`src/rtl/wb_pkg.sv`:
```
`default_nettype none
// ============================================================================
// wb_pkg : shared widths, request type and helpers for the writeback port.
// Rev 1.0
// ============================================================================
package wb_pkg;

  localparam int WB_AW = 5;
  localparam int WB_DW = 32;

  localparam logic [WB_AW-1:0] REG_ZERO = '0;

  typedef struct packed {
    logic [WB_AW-1:0] addr;
    logic [WB_DW-1:0] data;
  } wb_req_t;

  function automatic logic [31:0] reg_onehot(input logic [WB_AW-1:0] a);
    reg_onehot = 32'd1 << a;
  endfunction

endpackage
`default_nettype wire

```
`src/rtl/wb_fifo.sv`:
```
`default_nettype none
// ============================================================================
// wb_fifo : DEPTH-entry load-writeback queue with per-slot valid/addr export.
// Rev 1.0
// ============================================================================
module wb_fifo
  import wb_pkg::*;
#(
  parameter int DEPTH = 4
) (
  input  logic             clk,
  input  logic             reset,
  input  logic             i_push,
  input  wb_req_t          i_din,
  input  logic             i_pop,
  output wb_req_t          o_head,
  output logic             o_full,
  output logic             o_empty,
  output logic [DEPTH-1:0] o_vld,
  output logic [WB_AW-1:0] o_addr [DEPTH]
);

  localparam int PW = $clog2(DEPTH);
  localparam logic [PW-1:0] c_PTR_ONE = 1;
  localparam logic [PW:0]   c_CNT_ONE = 1;
  localparam logic [PW:0]   c_FULL    = DEPTH;

  wb_req_t          r_mem [DEPTH];
  logic [PW-1:0]    r_wptr;
  logic [PW-1:0]    r_rptr;
  logic [PW:0]      r_count;
  logic             r_full;
  logic [DEPTH-1:0] r_vld;

  logic             w_push;
  logic             w_pop;
  logic [PW:0]      w_count_nxt;

  assign w_push = i_push & ~r_full;
  assign w_pop  = i_pop & (r_count != '0);

  always_comb begin
    w_count_nxt = r_count;
    case ({w_push, w_pop})
      2'b10:   w_count_nxt = r_count + c_CNT_ONE;
      2'b01:   w_count_nxt = r_count - c_CNT_ONE;
      default: w_count_nxt = r_count;
    endcase
  end

  // Full is registered from the next count, so a pop never re-opens ready in the same cycle.
  always_ff @(posedge clk or negedge reset) begin
    if (!reset) begin
      r_wptr  <= '0;
      r_rptr  <= '0;
      r_count <= '0;
      r_full  <= 1'b0;
      r_vld   <= '0;
    end else begin
      if (w_push) begin
        r_wptr        <= r_wptr + c_PTR_ONE;
        r_vld[r_wptr] <= 1'b1;
      end
      if (w_pop) begin
        r_rptr        <= r_rptr + c_PTR_ONE;
        r_vld[r_rptr] <= 1'b0;
      end
      r_count <= w_count_nxt;
      r_full  <= (w_count_nxt == c_FULL);
    end
  end

  always_ff @(posedge clk) begin
    if (w_push) begin
      r_mem[r_wptr] <= i_din;
    end
  end

  for (genvar gi = 0; gi < DEPTH; gi++) begin : g_addr
    assign o_addr[gi] = r_mem[gi].addr;
  end

  assign o_head  = r_mem[r_rptr];
  assign o_full  = r_full;
  assign o_empty = (r_count == '0);
  assign o_vld   = r_vld;

endmodule
`default_nettype wire

```
`src/rtl/wb_port_ctrl.sv`:
```
`default_nettype none
// ============================================================================
// wb_port_ctrl : merges ALU and queued load writebacks onto one regfile port.
// Rev 1.0
// ============================================================================
module wb_port_ctrl
  import wb_pkg::*;
#(
  parameter int DEPTH = 4,
  parameter int AW    = WB_AW,
  parameter int DW    = WB_DW
) (
  input  logic          clk,
  input  logic          reset,
  input  logic          alu_wb_valid_i,
  input  logic [AW-1:0] alu_wb_addr_i,
  input  logic [DW-1:0] alu_wb_data_i,
  input  logic          mem_wb_valid_i,
  output logic          mem_wb_ready_o,
  input  logic [AW-1:0] mem_wb_addr_i,
  input  logic [DW-1:0] mem_wb_data_i,
  output logic          w_en_o,
  output logic [31:0]   w_addr_o,
  output logic [DW-1:0] w_data_o,
  output logic [31:0]   pend_o,
  output logic          order_err_o
);

  wb_req_t          w_push_req;
  wb_req_t          w_head;
  logic             w_full;
  logic             w_empty;
  logic             w_push;
  logic             w_pop;
  logic [DEPTH-1:0] w_vld;
  logic [WB_AW-1:0] w_ent_addr [DEPTH];
  logic [31:0]      w_pend;

  logic             w_sel_valid;
  logic [WB_AW-1:0] w_sel_addr;
  logic [DW-1:0]    w_sel_data;
  logic             w_wr;
  logic             w_hazard;

  logic             r_en;
  logic [31:0]      r_addr;
  logic [DW-1:0]    r_data;
  logic             r_err;

  assign w_push_req.addr = mem_wb_addr_i;
  assign w_push_req.data = mem_wb_data_i;
  assign w_push          = mem_wb_valid_i & ~w_full;
  assign w_pop           = ~alu_wb_valid_i & ~w_empty;

  wb_fifo #(.DEPTH(DEPTH)) u_fifo (
    .clk     (clk),
    .reset   (reset),
    .i_push  (w_push),
    .i_din   (w_push_req),
    .i_pop   (w_pop),
    .o_head  (w_head),
    .o_full  (w_full),
    .o_empty (w_empty),
    .o_vld   (w_vld),
    .o_addr  (w_ent_addr)
  );

  always_comb begin
    w_pend = '0;
    for (int i = 0; i < DEPTH; i++) begin
      if (w_vld[i] && (w_ent_addr[i] != REG_ZERO)) begin
        w_pend = w_pend | reg_onehot(w_ent_addr[i]);
      end
    end
  end

  always_comb begin
    w_sel_valid = 1'b0;
    w_sel_addr  = w_head.addr;
    w_sel_data  = w_head.data;
    if (alu_wb_valid_i) begin
      w_sel_valid = 1'b1;
      w_sel_addr  = alu_wb_addr_i;
      w_sel_data  = alu_wb_data_i;
    end else if (!w_empty) begin
      w_sel_valid = 1'b1;
    end
  end

  // r0 writes still consume their slot / cycle but never reach the regfile.
  assign w_wr     = w_sel_valid & (w_sel_addr != REG_ZERO);
  assign w_hazard = alu_wb_valid_i & (alu_wb_addr_i != REG_ZERO) & w_pend[alu_wb_addr_i];

  always_ff @(posedge clk or negedge reset) begin
    if (!reset) begin
      r_en   <= 1'b0;
      r_addr <= '0;
      r_data <= '0;
      r_err  <= 1'b0;
    end else begin
      r_en <= w_wr;
      if (w_wr) begin
        r_addr <= {{(32-WB_AW){1'b0}}, w_sel_addr};
        r_data <= w_sel_data;
      end
      if (w_hazard) begin
        r_err <= 1'b1;
      end
    end
  end

  assign mem_wb_ready_o = ~w_full;
  assign pend_o         = w_pend;
  assign w_en_o         = r_en;
  assign w_addr_o       = r_addr;
  assign w_data_o       = r_data;
  assign order_err_o    = r_err;

endmodule
`default_nettype wire

```
`config.mk`:
```
export PLATFORM = sky130hd
export DESIGN_NAME = wb_port_ctrl
export DESIGN_NICKNAME = d
export VERILOG_FILES = /design/src/rtl/wb_pkg.sv /design/src/rtl/wb_fifo.sv /design/src/rtl/wb_port_ctrl.sv
export SDC_FILE = /design/constraint.sdc
export NUM_CORES = 1
export LEC_CHECK = 0
export ABC_AREA = 1
export ABC_CLOCK_PERIOD_IN_PS = 2650
export CORE_MARGIN = 4
export CORE_UTILIZATION = 50
export CTS_BUF_LIST = sky130_fd_sc_hd__clkbuf_2 sky130_fd_sc_hd__clkbuf_4 sky130_fd_sc_hd__clkbuf_8
export DETAILED_ROUTE_END_ITERATION = 8
export PLACE_DENSITY = 0.79
export SLEW_MARGIN = 20
export SYNTH_ARGS = -nofsm -noshare
export SYNTH_HDL_FRONTEND = slang
export SYNTH_SLANG_ARGS = --single-unit
```
`constraint.sdc`:
```
create_clock -name clk -period 2.65 [get_ports clk]
set_input_delay 0.53 -clock clk [delete_from_list [all_inputs] [get_ports clk]]
set_output_delay 0.53 -clock clk [all_outputs]
set_load 0.005 [all_outputs]
```
==> results of run 1 <==
==> worst reg2reg max path, delay by kind of cell (launching register included) <==
family / cells / cell delay, ns
simple gates: 4 / 0.69
compound gates: 3 / 0.58
flops: 1 / 0.49
buf+inv: 3 / 0.44
==> sequential cells by signal (all words and copies together) (netlist names) <==
| signal | cells |
|---|---|
| order_err_o | 1 |
| u_fifo.o_full | 1 |
| u_fifo.o_vld | 4 |
| u_fifo.r_count | 3 |
| u_fifo.r_mem | 148 |
| u_fifo.r_rptr | 2 |
| u_fifo.r_wptr | 2 |
| w_addr_o | 5 |
| w_data_o | 32 |
| w_en_o | 1 |
==> report_power, final <==
group	switching, mW	total (mW)	internal (mW)
Clock	1.07	1.98	0.908
Combinational	2.84	4.92	2.08
Sequential	0.424	4.62	4.19
==> path summary, 6_finish.rpt <==
| path | startpoint | to | slack [ns] |
|---|---|---|---|
| max | u_fifo.r_mem[2][32]$_DFFE_PP_ | pend_o[21] | -0.08 |
| min | order_err_o$_DFFE_PN0P_ | order_err_o$_DFFE_PN0P_ | 0.48 |
| max reg2reg | u_fifo.r_mem[0][35]$_DFFE_PP_ | w_data_o[15]$_DFFE_PN0P_ | 0.31 |
| min reg2reg | order_err_o$_DFFE_PN0P_ | order_err_o$_DFFE_PN0P_ | 0.48 |
| max in group asynchronous | reset | w_data_o[4]$_DFFE_PN0P_ | 1.33 |
| min in group asynchronous | reset | order_err_o$_DFFE_PN0P_ | 0.55 |
==> cell usage after synthesis <==
master                     number  area (um^2)
sky130_fd_sc_hd__nand2_1      211          792
sky130_fd_sc_hd__nor2_1       193          724
sky130_fd_sc_hd__edfxtp_1     148         4440
sky130_fd_sc_hd__o21ai_0       90          450
sky130_fd_sc_hd__nand3_1       77          385
sky130_fd_sc_hd__dfrtp_1       51         1280
sky130_fd_sc_hd__inv_1         50          188
sky130_fd_sc_hd__buf_4         34          255
sky130_fd_sc_hd__clkbuf_1      34          128
sky130_fd_sc_hd__o22ai_1       32          200
sky130_fd_sc_hd__a21oi_1       25          125
sky130_fd_sc_hd__nand4_1       23          144
sky130_fd_sc_hd__a31oi_4       20          425
sky130_fd_sc_hd__buf_2         13         65.1
sky130_fd_sc_hd__nor3_1        12         60.1
sky130_fd_sc_hd__inv_2         10         37.5
sky130_fd_sc_hd__a31oi_1        9         56.3
sky130_fd_sc_hd__ha_1           9          113
sky130_fd_sc_hd__o21ai_1        9         45.0
sky130_fd_sc_hd__a31oi_2        8          100
sky130_fd_sc_hd__or2_2          3         18.8
sky130_fd_sc_hd__xor2_1         3         26.3
sky130_fd_sc_hd__buf_12         2         40.0
sky130_fd_sc_hd__buf_6          2         22.5
sky130_fd_sc_hd__nor2_2         2         12.5
sky130_fd_sc_hd__a21oi_2        1         8.76
sky130_fd_sc_hd__buf_1          1         3.75
sky130_fd_sc_hd__clkinv_1       1         3.75
sky130_fd_sc_hd__conb_1         1         3.75
sky130_fd_sc_hd__fa_1           1         20.0
sky130_fd_sc_hd__nand2_2        1         6.26
sky130_fd_sc_hd__nand2_4        1         11.3
sky130_fd_sc_hd__nand4_2        1         12.5
sky130_fd_sc_hd__nor2_4         1         11.3
sky130_fd_sc_hd__nor3_2         1         10.0
sky130_fd_sc_hd__nor3b_1        1         7.51
sky130_fd_sc_hd__o21a_1         1         7.51
sky130_fd_sc_hd__xnor2_1        1         8.76
==> cell families (layout without fill, tap and decap cells) <==
family | after synthesis | count (layout) | synth area share
AND/OR/NAND/NOR | 527 | 527 | 0.214
flip-flops | 199 | 199 | 0.558
AO/OA/AOI/OAI | 195 | 195 | 0.138
buffers and inverters | 147 | 343 | 0.0725
adder cells (fa/ha/maj) | 10 | 10 | 0.0129
XOR/XNOR | 4 | 4 | 0.00342
other | 1 | 29 | 0.000366
==> routing by layer <==
metal | vias to the layer above | routed length (um)
met5 | - | 19
met4 | 2 | 942
met3 | 75 | 2110
met2 | 422 | 13700
met1 | 4128 | 11100
li1 | 4093 | -
==> area by class of cell <==
cell class,count,area [um^2]
Sequential cell,199,5720
Inverter,61,239
Clock buffer,19,255
Timing Repair Buffer,249,2270
Tap cell,270,338
Multi-Input combinational cell,764,4280
Fill cell,1576,6910
Antenna cell,1,2.50
Clock inverter,13,159
Timing Repair inverter,1,5.00
==> what timing repair did <==
item	4_1_cts	5_1_grt
gates resized for setup	90	69
pin swaps	20	20
hold buffers	1	0
hold endpoints to repair	4	0
cloned	1	0
endpoints found under the setup margin	31	27
setup buffers	30	17
==> summary.json, run 1 <==
{
  "synthesis.instances": {"value": 1083},
  "seq_area_frac_synth": {"value": 0.558},
  "start_util": {"value": 0.508},
  "cp-start-kind": {"value": "flop"},
  "detailedPlacementHpwl": {"value": 18.9, "unit": "mm"},
  "critical_path_class": {"value": "reg2out"},
  "unrepaired_setup_endpoints_after_global_routing": {"value": "true"},
  "number_of_max_cap_violations": {"value": 0},
  "fin_crit_sh": {"value": 1.03},
  "crit_path_top_delay_cell": {"value": "sky130_fd_sc_hd__edfxtp_1"},
  "required": {"value": 2.12, "unit": "ns"},
  "final_design_area_no_fill": {"value": 0.0133, "unit": "mm^2"},
  "synthesis.yosys.warnings": {"value": 0},
  "port_buffers": {"value": 148},
  "critical_path_buf_inv_count": {"value": 2},
  "gp_congestion": {"value": 1.01},
  "grt_usage": {"value": 0.240},
  "antenna_found_initial": {"value": 2},
  "syn_area": {"value": 0.0102, "unit": "mm^2"},
  "number_of_failing_hold_endpoints_at_the_final_stage": {"value": 0},
  "crit_path_max_cell_delay": {"value": 0.50, "unit": "ns"},
  "vias_per_cell": {"value": 5.53},
  "status": {"value": "complete, but fails checks"},
  "htree_num_levels": {"value": 4},
  "placement_rows": {"value": 52},
  "antenna_left": {"value": 0},
  "power_density": {"value": 868, "unit": "mW/mm^2"},
  "drt_pre_antenna_iters": {"value": 5},
  "drive_gt1_frac": {"value": 0.214},
  "final_cells": {"value": 1577},
  "pre_cts_ws": {"value": -0.0270, "unit": "ns"},
  "grt-ovfl-total": {"value": 0},
  "total_power": {"value": 11.5, "unit": "mW"},
  "detailedRoute.firstIterationViolations": {"value": 765},
  "endpoint_type_of_the_worst_setup_path": {"value": "primary output"},
  "timing.critical_path.mode_cell": {"value": "sky130_fd_sc_hd__nand2_1"},
  "cell_family_contributing_the_most_delay_on_the_critical_path": {"value": "buffers and inverters"},
  "clkSinkCount": {"value": 199},
  "vdd_drop_max": {"value": 0.492, "unit": "mV"},
  "skew": {"value": 0.0225, "unit": "ns"},
  "final_layout_setup_total_negative_slack": {"value": -0.219, "unit": "ns"},
  "crit_cells": {"value": 7},
  "global_route_wire_length_before_repair": {"value": 42.2, "unit": "mm"},
  "crit_chain": {"value": "inv_1 > nor3_2 > nand2_1 > nor2_1 > a21oi_2 > nand2_1 > clkdlybuf4s50_1"},
  "setup_viol_count_final": {"value": 3},
  "timing.reg2reg.worst_path_depth": {"value": 10},
  "floorplan.core_area": {"value": 0.0202, "unit": "mm^2"},
  "global_route.peak_usage_layer": {"value": "met2"},
  "final_period_minus_worst_setup_slack": {"value": 2.73, "unit": "ns"},
  "cts_inserted_buffers": {"value": 17},
  "clock_root_cell": {"value": "sky130_fd_sc_hd__clkbuf_8"},
  "relSlewSlack": {"value": 0.546},
  "final_core_utilization": {"value": 0.658},
  "place_inst": {"value": 1495},
  "final_cell_mix": {"value": "sky130_fd_sc_hd__nand2_1 (199), sky130_fd_sc_hd__nor2_1 (162), sky130_fd_sc_hd__edfxtp_1 (148)"},
  "top_level_ports": {"value": 177},
  "worst-slew-pin-transition": {"value": 0.682, "unit": "ns"},
  "violations_in_the_final_reports": {"value": "negative setup slack"},
  "synth_to_final_area_change": {"value": 29.4, "unit": "%"},
  "finish.net_count": {"value": 1381},
  "finalWirelength": {"value": 27.8, "unit": "mm"},
  "chipHeight": {"value": 151, "unit": "um"},
  "dr_total_vias": {"value": 8720},
  "fp.dieArea": {"value": 0.0229, "unit": "mm^2"},
  "layout_setup_ws": {"value": -0.0776, "unit": "ns"},
  "p_leak": {"value": 5.41, "unit": "nW"},
  "synth_seq_cells": {"value": 199},
  "holdCritPathClass": {"value": "reg2reg"},
  "floorplan.die.width": {"value": 151, "unit": "um"},
  "clock_input_transition_at_the_sequential_cells_of_the_worst_setup_and_hold_paths": {"value": 0.10, "unit": "ns"},
  "synth_cell_type_count": {"value": 38},
  "clk_path_buf_depth": {"value": 2},
  "met3_usage": {"value": 0.0434},
  "max_clock_freq": {"value": 367, "unit": "MHz"},
  "global_route.usage.met1": {"value": 0.306},
  "worst_hold_path.num_cells": {"value": 2},
  "post_route_drc_violation_count": {"value": 0},
  "worst_hold_slack": {"value": 0.484, "unit": "ns"},
  "most_common_cell_after_layout_fill_and_taps_aside": {"value": "sky130_fd_sc_hd__nand2_1"},
  "syn_area_per_cell": {"value": 9.46, "unit": "um^2"},
  "placement.cell_area": {"value": 0.0121, "unit": "mm^2"},
  "grt_util_met2": {"value": 0.400},
  "worst_skew_pair.late_latency": {"value": 0.46, "unit": "ns"},
  "top_fanout_value_on_the_critical_path": {"value": 4},
  "cp.arrival": {"value": 2.20, "unit": "ns"},
  "first_global_vias": {"value": 8270},
  "timing.final.max_slew_violations": {"value": 0},
  "maximum_number_of_pins_on_one_net_before_global_route_repair": {"value": 67},
  "wl_per_cell": {"value": 17.7, "unit": "um"},
  "tritoncts": {"value": "yes"}
}
No activity file was read; power rests on OpenSTA's default activity.
==> inputs of run 2 (changes only) <==
SYNTH_HIERARCHICAL = 1   (was not set)
==> summary.json, run 2 <==
{
  "status": {"value": "complete, but fails checks"},
  "violations_in_the_final_reports": {"value": "negative setup slack"},
  "place_inst": {"value": 1477, "change": "-1.2%"},
  "vias_per_cell": {"value": 5.67, "change": "+2.5%"},
  "post_route_drc_violation_count": {"value": 0, "change": "unchanged"},
  "detailedRoute.firstIterationViolations": {"value": 957, "change": "+25%"},
  "required": {"value": 2.12, "unit": "ns", "change": "about the same"},
  "clk_path_buf_depth": {"value": 2, "change": "unchanged"},
  "relSlewSlack": {"value": 0.632, "change": "+0.0865"},
  "critical_path_class": {"value": "reg2out"},
  "registers.top_by_ff_count": {"value": "u_fifo/r_mem"},
  "htree_num_levels": {"value": 4, "change": "unchanged"},
  "seq_area_frac_synth": {"value": 0.565, "change": "+0.00697"},
  "cts_inserted_buffers": {"value": 17, "change": "unchanged"},
  "clock_root_cell": {"value": "sky130_fd_sc_hd__clkbuf_8"},
  "drt_pre_antenna_iters": {"value": 6, "change": "+1"},
  "synth_top_cell_by_area": {"value": "sky130_fd_sc_hd__edfxtp_1"},
  "cp-start-kind": {"value": "flop"},
  "top_fanout_value_on_the_critical_path": {"value": 6, "change": "+2"},
  "start_util": {"value": 0.513, "change": "+0.00523"},
  "worstReg2RegStart": {"value": "u_fifo/r_mem[3][36]$_DFFE_PP_"},
  "worst-slew-pin-transition": {"value": 0.552, "unit": "ns", "change": "-0.130 ns"},
  "maximum_number_of_pins_on_one_net_before_global_route_repair": {"value": 47, "change": "-30%"},
  "timing.final.max_slew_violations": {"value": 0, "change": "unchanged"},
  "holdCritPathClass": {"value": "in2async"},
  "synth_area_in_xor_xnor": {"value": 0.00173, "change": "-0.00169"},
  "critical_path.startpoint": {"value": "u_fifo/r_mem[3][33]$_DFFE_PP_"},
  "syn_area_per_cell": {"value": 9.19, "unit": "um^2", "change": "-2.8%"},
  "footprint_of_the_multi_input_gates": {"value": 0.00395, "unit": "mm^2", "change": "-7.7%"},
  "clock_input_transition_at_the_sequential_cells_of_the_worst_setup_and_hold_paths": {"value": 0.11, "unit": "ns", "change": "about the same"},
  "synthesis.instances": {"value": 1101, "change": "+1.7%"},
  "finish.net_count": {"value": 1402, "change": "+1.5%"},
  "yosys.cell_count.top_type": {"value": "sky130_fd_sc_hd__nand2_1"},
  "vdd_drop_max": {"value": 0.521, "unit": "mV", "change": "+5.9%"},
  "synthesis.yosys.warnings": {"value": 6, "change": "+6"},
  "chipHeight": {"value": 150, "unit": "um", "change": "-0.59%"},
  "max_clock_freq": {"value": 367, "unit": "MHz", "change": "about the same"},
  "area_fraction_in_compound_gates_after_synthesis": {"value": 0.0974, "change": "-0.0410"},
  "gp_congestion": {"value": 1.03, "change": "+2.0%"},
  "synth_simple_gate_area_frac": {"value": 0.225, "change": "+0.0110"},
  "clkSinkCount": {"value": 199, "change": "unchanged"},
  "final_period_minus_worst_setup_slack": {"value": 2.73, "unit": "ns", "change": "-0.00121 ns"},
  "finalWirelength": {"value": 29.1, "unit": "mm", "change": "+4.4%"},
  "top_level_ports": {"value": 177, "change": "unchanged"},
  "drive_gt1_frac": {"value": 0.211, "change": "-0.00263"},
  "dr_total_vias": {"value": 9028, "change": "+3.5%"},
  "final_cells": {"value": 1593, "change": "+1.0%"},
  "synth_enable_flop_cells": {"value": 148, "change": "unchanged"},
  "ys_top_cells_by_count": {"value": "sky130_fd_sc_hd__nand2_1 (216), sky130_fd_sc_hd__nor2_1 (186), sky130_fd_sc_hd__edfxtp_1 (148)"},
  "n_fill_cell": {"value": 1517, "change": "-3.7%"},
  "worst_hold_slack": {"value": 0.0368, "unit": "ns", "change": "-0.447 ns"},
  "skew": {"value": 0.0206, "unit": "ns", "change": "-0.00192 ns"},
  "post_synth_main_area_contributors": {"value": "sky130_fd_sc_hd__edfxtp_1 (44%), sky130_fd_sc_hd__dfrtp_1 (13%), sky130_fd_sc_hd__nand2_1 (8.0%)"},
  "synth_cell_type_count": {"value": 36, "change": "-5.3%"},
  "number_of_failing_hold_endpoints_at_the_final_stage": {"value": 0, "change": "unchanged"},
  "floorplan.die.width": {"value": 150, "unit": "um", "change": "-0.59%"},
  "first_global_vias": {"value": 8423, "change": "+1.9%"},
  "layout_setup_ws": {"value": -0.0764, "unit": "ns", "change": "+0.00121 ns"},
  "most_common_cell_after_layout_fill_and_taps_aside": {"value": "sky130_fd_sc_hd__nand2_1"},
  "flip_flop_and_latch_area": {"value": 0.00572, "unit": "mm^2", "change": "about the same"},
  "synth_to_final_area_change": {"value": 30.2, "unit": "%"},
  "ys_dominant_reg_cell": {"value": "sky130_fd_sc_hd__edfxtp_1"},
  "setup_viol_count_final": {"value": 3, "change": "unchanged"},
  "largest_register_ffs": {"value": 148, "change": "unchanged"},
  "worst_skew_pair.late_latency": {"value": 0.47, "unit": "ns", "change": "about the same"},
  "final_cell_mix": {"value": "sky130_fd_sc_hd__nand2_1 (197), sky130_fd_sc_hd__nor2_1 (151), sky130_fd_sc_hd__edfxtp_1 (148)"},
  "unrepaired_setup_endpoints_after_global_routing": {"value": "true"},
  "fin_crit_sh": {"value": 1.03, "change": "about the same"},
  "p_leak": {"value": 5.41, "unit": "nW", "change": "about the same"},
  "syn_area": {"value": 0.0101, "unit": "mm^2", "change": "-1.2%"},
  "endpoint_type_of_the_worst_setup_path": {"value": "primary output"},
  "crit_chain": {"value": "nor3_1 > buf_4 > nand3_1 > nand4_1 > clkdlybuf4s50_1"},
  "ys_async_sr_fraction": {"value": 0.256, "change": "unchanged"},
  "pre_cts_ws": {"value": 0.170, "unit": "ns", "change": "+0.197 ns"},
  "post_synth_fa_ha_maj_area_fraction": {"value": 0.0131, "change": "+0.000162"},
  "floorplan.core_area": {"value": 0.0197, "unit": "mm^2", "change": "-2.2%"},
  "cts-hold-fix-buffers": {"value": 0, "change": "-1"},
  "synth_top_family_by_area": {"value": "simple AND/OR/NAND/NOR gates"},
  "fp.dieArea": {"value": 0.0226, "unit": "mm^2", "change": "-1.2%"},
  "antenna_found_initial": {"value": 1, "change": "-1"},
  "power_density": {"value": 873, "unit": "mW/mm^2", "change": "+0.55%"},
  "global_route_wire_length_before_repair": {"value": 43.6, "unit": "mm", "change": "+3.3%"},
  "crit_path_top_delay_cell": {"value": "sky130_fd_sc_hd__edfxtp_1"},
  "placement_rows": {"value": 51, "change": "-1.9%"},
  "grt_usage": {"value": 0.249, "change": "+0.00987"},
  "tritoncts": {"value": "yes"},
  "detailedPlacementHpwl": {"value": 19.9, "unit": "mm", "change": "+5.5%"},
  "antenna_left": {"value": 0, "change": "unchanged"},
  "wl_per_cell": {"value": 18.2, "unit": "um", "change": "+3.4%"},
  "port_buffers": {"value": 148, "change": "unchanged"},
  "cp.arrival": {"value": 2.20, "unit": "ns", "change": "about the same"},
  "crit_path_max_cell_delay": {"value": 0.55, "unit": "ns", "change": "+0.05 ns"},
  "synth_seq_cells": {"value": 199, "change": "unchanged"},
  "synth.mux.area_fraction": {"value": 0, "change": "unchanged"},
  "grt-ovfl-total": {"value": 0, "change": "unchanged"},
  "number_of_max_cap_violations": {"value": 0, "change": "unchanged"},
  "area_share_of_the_largest_cell_type_after_synthesis": {"value": 0.439, "change": "+0.00541"}
}
==> run 2: cell count changes in the layout (fill, tap and decap cells not counted), moves of 8 or more <==
cell                      previous run  this run
sky130_fd_sc_hd__buf_4              92       108
sky130_fd_sc_hd__a31oi_2             8         0
sky130_fd_sc_hd__o22ai_1            32        41
sky130_fd_sc_hd__nand4_1            23        35
sky130_fd_sc_hd__o21ai_1            13         3
sky130_fd_sc_hd__nor2_1            162       151
sky130_fd_sc_hd__a21oi_2             9         1
sky130_fd_sc_hd__a21oi_1            17         7
sky130_fd_sc_hd__a31oi_1             9        32
sky130_fd_sc_hd__nand3_1            60        71
sky130_fd_sc_hd__a31oi_4            20         0
==> run 2: worst paths after layout <==
kind / end / slack, ns / cells past startpoint
hold / removal: w_data_o[28]$_DFFE_PN0P_ / 0.04 / 1
min in group clk: order_err_o$_DFFE_PN0P_ / 0.48 / 2
hold reg to reg: order_err_o$_DFFE_PN0P_ / 0.48 / 2
setup reg to reg: order_err_o$_DFFE_PN0P_ / 0 / 19
setup / recovery: pend_o[25] / -0.08 / 5
max in group asynchronous: w_data_o[12]$_DFFE_PN0P_ / 2.01 / 2
==> run 2: cells by family after synthesis <==
kind of cell	count (synthesis)
AND/OR/NAND/NOR	542
flip-flops	199
buffers and inverters	175
AO/OA/AOI/OAI	172
adder cells (fa/ha/maj)	10
XOR/XNOR	2
other	1
==> run 2: power breakdown <==
group	total, mW	switching [mW]	leakage, nW	internal, mW
clock network	1.89	1.17	0.202	0.720
logic	4.99	2.90	3.26	2.09
registers	4.62	0.429	1.95	4.20
==> run 2: worst max-delay path, delay by kind of cell, from the launching register on <==
family	cells	cell delay (ns)
DFF	1	0.55
buffers and inverters	2	0.71
and+or+nand+nor	3	0.47
==> run 2: repair_timing <==
action / 4_1_cts / 5_1_grt
gates cloned: 1 / 0
setup buffers: 51 / 32
resized for setup: 85 / 90
pin swaps: 12 / 27
hold endpoints to repair: 0 / 0
endpoints found under the setup margin: 31 / 26
==> run 2: through the flow <==
stage | area (um^2) | power (mW) | setup TNS (ns) | utilization
3_5_place_dp | 11700 | 9.07 | 0 | 0.595
6_report | 13200 | 11.5 | -0.174 | 0.668
2_1_floorplan | 10200 | 7.28 | -28.97 | -
4_1_cts | 12700 | 11.3 | -1.18 | 0.644
5_1_grt | 13200 | 12.2 | -0.865 | 0.668
3_3_place_gp | 11700 | 8.93 | 0 | 0.595
==> run 2: layout make-up <==
type / count / area share
flip-flops and latches: 199 / 0.434
diodes: 1 / 0.000190
clock buffers: 17 / 0.0178
repair buffers: 272 / 0.189
well taps: 265 / 0.0252
clock inverters: 15 / 0.0128
inverters: 69 / 0.0213
multi-input cells: 755 / 0.300
==> run 2: per-layer routing <==
layer	track usage	part of all wire	vias up
li1	-	-	4135
met1	0.316	0.38	4334
met2	0.415	0.49	460
met3	0.0430	0.079	99
met4	0.122	0.046	0
met5	0	0	-
==> inputs of run 3 (changes only) <==
ABC_CLOCK_PERIOD_IN_PS = 2560   (was 2650)
CORE_UTILIZATION = 55   (was 50)
PLACE_DENSITY = 0.83   (was 0.79)
clock period = 2.56 ns   (was 2.65 ns; I/O delays follow)
==> summary.json, run 3 (same netlist as run 2, synthesis figures left out) <==
{
  "status": {"value": "complete, but fails checks"},
  "violations_in_the_final_reports": {"value": "negative setup slack"},
  "vias_per_cell": {"value": 5.80, "change": "+2.4%"},
  "finalWirelength": {"value": 29.3, "unit": "mm", "change": "+0.74%"},
  "crit_path_max_cell_delay": {"value": 0.42, "unit": "ns", "change": "-0.13 ns"},
  "first_global_vias": {"value": 8444, "change": "+0.25%"},
  "start_util": {"value": 0.562, "change": "+0.0482"},
  "vdd_drop_max": {"value": 0.612, "unit": "mV", "change": "+17%"},
  "worst_hold_slack": {"value": 0.478, "unit": "ns", "change": "+0.441 ns"},
  "crit_chain": {"value": "buf_4 > buf_4 > inv_1 > nand3_1 > nor2_1 > nand2_1 > nand2_2 > nor2_4 > nand2_2 > clkdlybuf4s15_1"},
  "timing.final.max_slew_violations": {"value": 0, "change": "unchanged"},
  "timing.reg2reg.worst_path_depth": {"value": 18, "change": "-1"},
  "top_fanout_value_on_the_critical_path": {"value": 3, "change": "-3"},
  "r2r_setup_slack": {"value": 0.11, "unit": "ns", "change": "+0.11 ns"},
  "relSlewSlack": {"value": 0.632, "change": "about the same"},
  "largest_register_ffs": {"value": 148, "change": "unchanged"},
  "global_route_wire_length_before_repair": {"value": 43.7, "unit": "mm", "change": "+0.17%"},
  "worstSetupEndpoint": {"value": "pend_o[18]"},
  "placement_rows": {"value": 49, "change": "-3.9%"},
  "synth_to_final_area_change": {"value": 27.1, "unit": "%"},
  "drt_pre_antenna_iters": {"value": 5, "change": "-1"},
  "max_clock_freq": {"value": 390, "unit": "MHz"},
  "critical_path_buf_inv_count": {"value": 4, "change": "+2"},
  "flip_flop_and_latch_area": {"value": 0.00572, "unit": "mm^2", "change": "unchanged"},
  "maximum_number_of_pins_on_one_net_before_global_route_repair": {"value": 53, "change": "+13%"},
  "antenna_found_initial": {"value": 0, "change": "-1"},
  "final_layout_setup_total_negative_slack": {"value": -0.00108, "unit": "ns", "change": "+0.173 ns"},
  "crit_cells": {"value": 10, "change": "+5"},
  "port_buffers": {"value": 148, "change": "unchanged"},
  "pre_cts_ws": {"value": 0.126, "unit": "ns", "change": "-0.0448 ns"},
  "most_common_cell_after_layout_fill_and_taps_aside": {"value": "sky130_fd_sc_hd__nand2_1"},
  "finish.net_count": {"value": 1377, "change": "-1.8%"},
  "chipHeight": {"value": 144, "unit": "um", "change": "-4.4%"},
  "clock_input_transition_at_the_sequential_cells_of_the_worst_setup_and_hold_paths": {"value": 0.11, "unit": "ns", "change": "about the same"},
  "placement.cell_area": {"value": 0.0118, "unit": "mm^2", "change": "+0.43%"},
  "holdCritPathClass": {"value": "reg2reg"},
  "setup_viol_count_final": {"value": 1, "change": "-2"},
  "dr_total_vias": {"value": 8883, "change": "-1.6%"},
  "unrepaired_setup_endpoints_after_global_routing": {"value": "true"},
  "global_route.peak_usage_layer": {"value": "met2"},
  "floorplan.die.width": {"value": 144, "unit": "um", "change": "-4.4%"},
  "antenna_left": {"value": 0, "change": "unchanged"},
  "p_leak": {"value": 5.16, "unit": "nW", "change": "-4.6%"},
  "skew": {"value": 0.0234, "unit": "ns", "change": "+0.00281 ns"},
  "cp.arrival": {"value": 2.05, "unit": "ns", "change": "-0.15 ns"},
  "clkSinkCount": {"value": 199, "change": "unchanged"},
  "fin_crit_sh": {"value": 1.00},
  "cp-start-kind": {"value": "flop"},
  "wl_per_cell": {"value": 19.1, "unit": "um", "change": "+4.8%"},
  "critical_path.startpoint": {"value": "u_fifo/r_mem[1][34]$_DFFE_PP_"},
  "footprint_of_the_multi_input_gates": {"value": 0.00389, "unit": "mm^2", "change": "-1.4%"},
  "n_fill_cell": {"value": 1298, "change": "-14%"},
  "worstReg2RegStart": {"value": "u_fifo/r_mem[2][36]$_DFFE_PP_"},
  "gp_congestion": {"value": 1.03, "change": "+0.67%"},
  "final_period_minus_worst_setup_slack": {"value": 2.56, "unit": "ns"},
  "antenna-diode-count": {"value": 0, "change": "-1"},
  "global_route.usage.met1": {"value": 0.359, "change": "+0.0425"},
  "final_design_area_no_fill": {"value": 0.0129, "unit": "mm^2", "change": "-2.4%"},
  "final_cell_mix": {"value": "sky130_fd_sc_hd__nand2_1 (203), sky130_fd_sc_hd__nor2_1 (149), sky130_fd_sc_hd__edfxtp_1 (148)"},
  "number_of_failing_hold_endpoints_at_the_final_stage": {"value": 0, "change": "unchanged"},
  "detailedPlacementHpwl": {"value": 20.3, "unit": "mm", "change": "+1.8%"},
  "clk_path_buf_depth": {"value": 2, "change": "unchanged"},
  "worstReg2RegEnd": {"value": "order_err_o$_DFFE_PN0P_"},
  "htree_num_levels": {"value": 4, "change": "unchanged"},
  "critical_path_class": {"value": "reg2out"},
  "tritoncts": {"value": "yes"},
  "worst-slew-pin-transition": {"value": 0.552, "unit": "ns", "change": "-0.000277 ns"},
  "layout_setup_ws": {"value": -0.00108, "unit": "ns", "change": "+0.0753 ns"},
  "worst_skew_pair.late_latency": {"value": 0.48, "unit": "ns", "change": "about the same"},
  "crit_path_top_delay_cell": {"value": "sky130_fd_sc_hd__edfxtp_1"},
  "cell_family_contributing_the_most_delay_on_the_critical_path": {"value": "simple AND/OR/NAND/NOR gates"},
  "grt-ovfl-total": {"value": 0, "change": "unchanged"},
  "number_of_max_cap_violations": {"value": 0, "change": "unchanged"},
  "top_level_ports": {"value": 177, "change": "unchanged"},
  "detailedRoute.firstIterationViolations": {"value": 857, "change": "-10%"},
  "met3_usage": {"value": 0.0512, "change": "+0.00820"},
  "registers.top_by_ff_count": {"value": "u_fifo/r_mem"},
  "cts_inserted_buffers": {"value": 17, "change": "unchanged"},
  "endpoint_type_of_the_worst_setup_path": {"value": "primary output"},
  "floorplan.core_area": {"value": 0.0180, "unit": "mm^2", "change": "-8.6%"},
  "post_route_drc_violation_count": {"value": 0, "change": "unchanged"},
  "clock_root_cell": {"value": "sky130_fd_sc_hd__clkbuf_8"},
  "power_density": {"value": 918, "unit": "mW/mm^2", "change": "+5.1%"},
  "grt_usage": {"value": 0.276, "change": "+0.0270"},
  "required": {"value": 2.05, "unit": "ns", "change": "-0.07 ns"},
  "drive_gt1_frac": {"value": 0.190, "change": "-0.0213"},
  "fp.dieArea": {"value": 0.0206, "unit": "mm^2", "change": "-8.6%"},
  "grt_util_met2": {"value": 0.456, "change": "+0.0405"}
}
[run 3: worst min path at each step]
| stage | start | endpoint | depth (start not counted) |
|---|---|---|---|
| after global routing | order_err_o$_DFFE_PN0P_ | order_err_o$_DFFE_PN0P_ | 2 |
| after CTS | order_err_o$_DFFE_PN0P_ | order_err_o$_DFFE_PN0P_ | 2 |
| final | order_err_o$_DFFE_PN0P_ | order_err_o$_DFFE_PN0P_ | 2 |
| after floorplan | reset | order_err_o$_DFFE_PN0P_ | 0 |
| after detailed placement | order_err_o$_DFFE_PN0P_ | order_err_o$_DFFE_PN0P_ | 2 |
| after global placement | order_err_o$_DFFE_PN0P_ | order_err_o$_DFFE_PN0P_ | 2 |
[run 3: power by group]
| group | internal (mW) | switching (mW) |
|---|---|---|
| logic | 2.05 | 2.97 |
| registers | 4.34 | 0.436 |
| clock network | 0.830 | 1.18 |
[run 3: cell type report]
class	instances	area share
flip-flops and latches	199	0.445
repair buffers	247	0.176
clock buffers	17	0.0182
multi-input cells	754	0.303
clock inverters	15	0.0139
inverters	69	0.0214
repair inverters	1	0.000583
well taps	229	0.0223
[run 3: tightest hold or removal path: stages, from the launching register on]
cell	delay (ns)
sky130_fd_sc_hd__dfrtp_1	0.36
sky130_fd_sc_hd__inv_1	0.04
sky130_fd_sc_hd__nand2_1	0.05
[run 3: metrics by stage]
stage                     power, mW   util  cells
after global routing           12.4  0.714   1531
after CTS                      11.6  0.703   1520
after detailed placement       9.41  0.653   1452
final                          11.8  0.714   1531
after floorplan                7.53      -   1128
after global placement         9.27  0.653   1452
[run 3: layer usage]
layer  up-vias  share of wire
li1       4086              -
met1      4196           0.39
met2       517           0.49
met3        84          0.086
met4         0          0.036
met5         -              0
[run 3: what timing repair did]
item / CTS / global route
cloned: 1 / 0
resized for setup: 103 / 73
hold buffers: 1 / 0
endpoints found under the setup margin: 31 / 26
setup buffers: 34 / 13
endpoints found under the hold margin: 4 / 0
pin swaps: 17 / 22
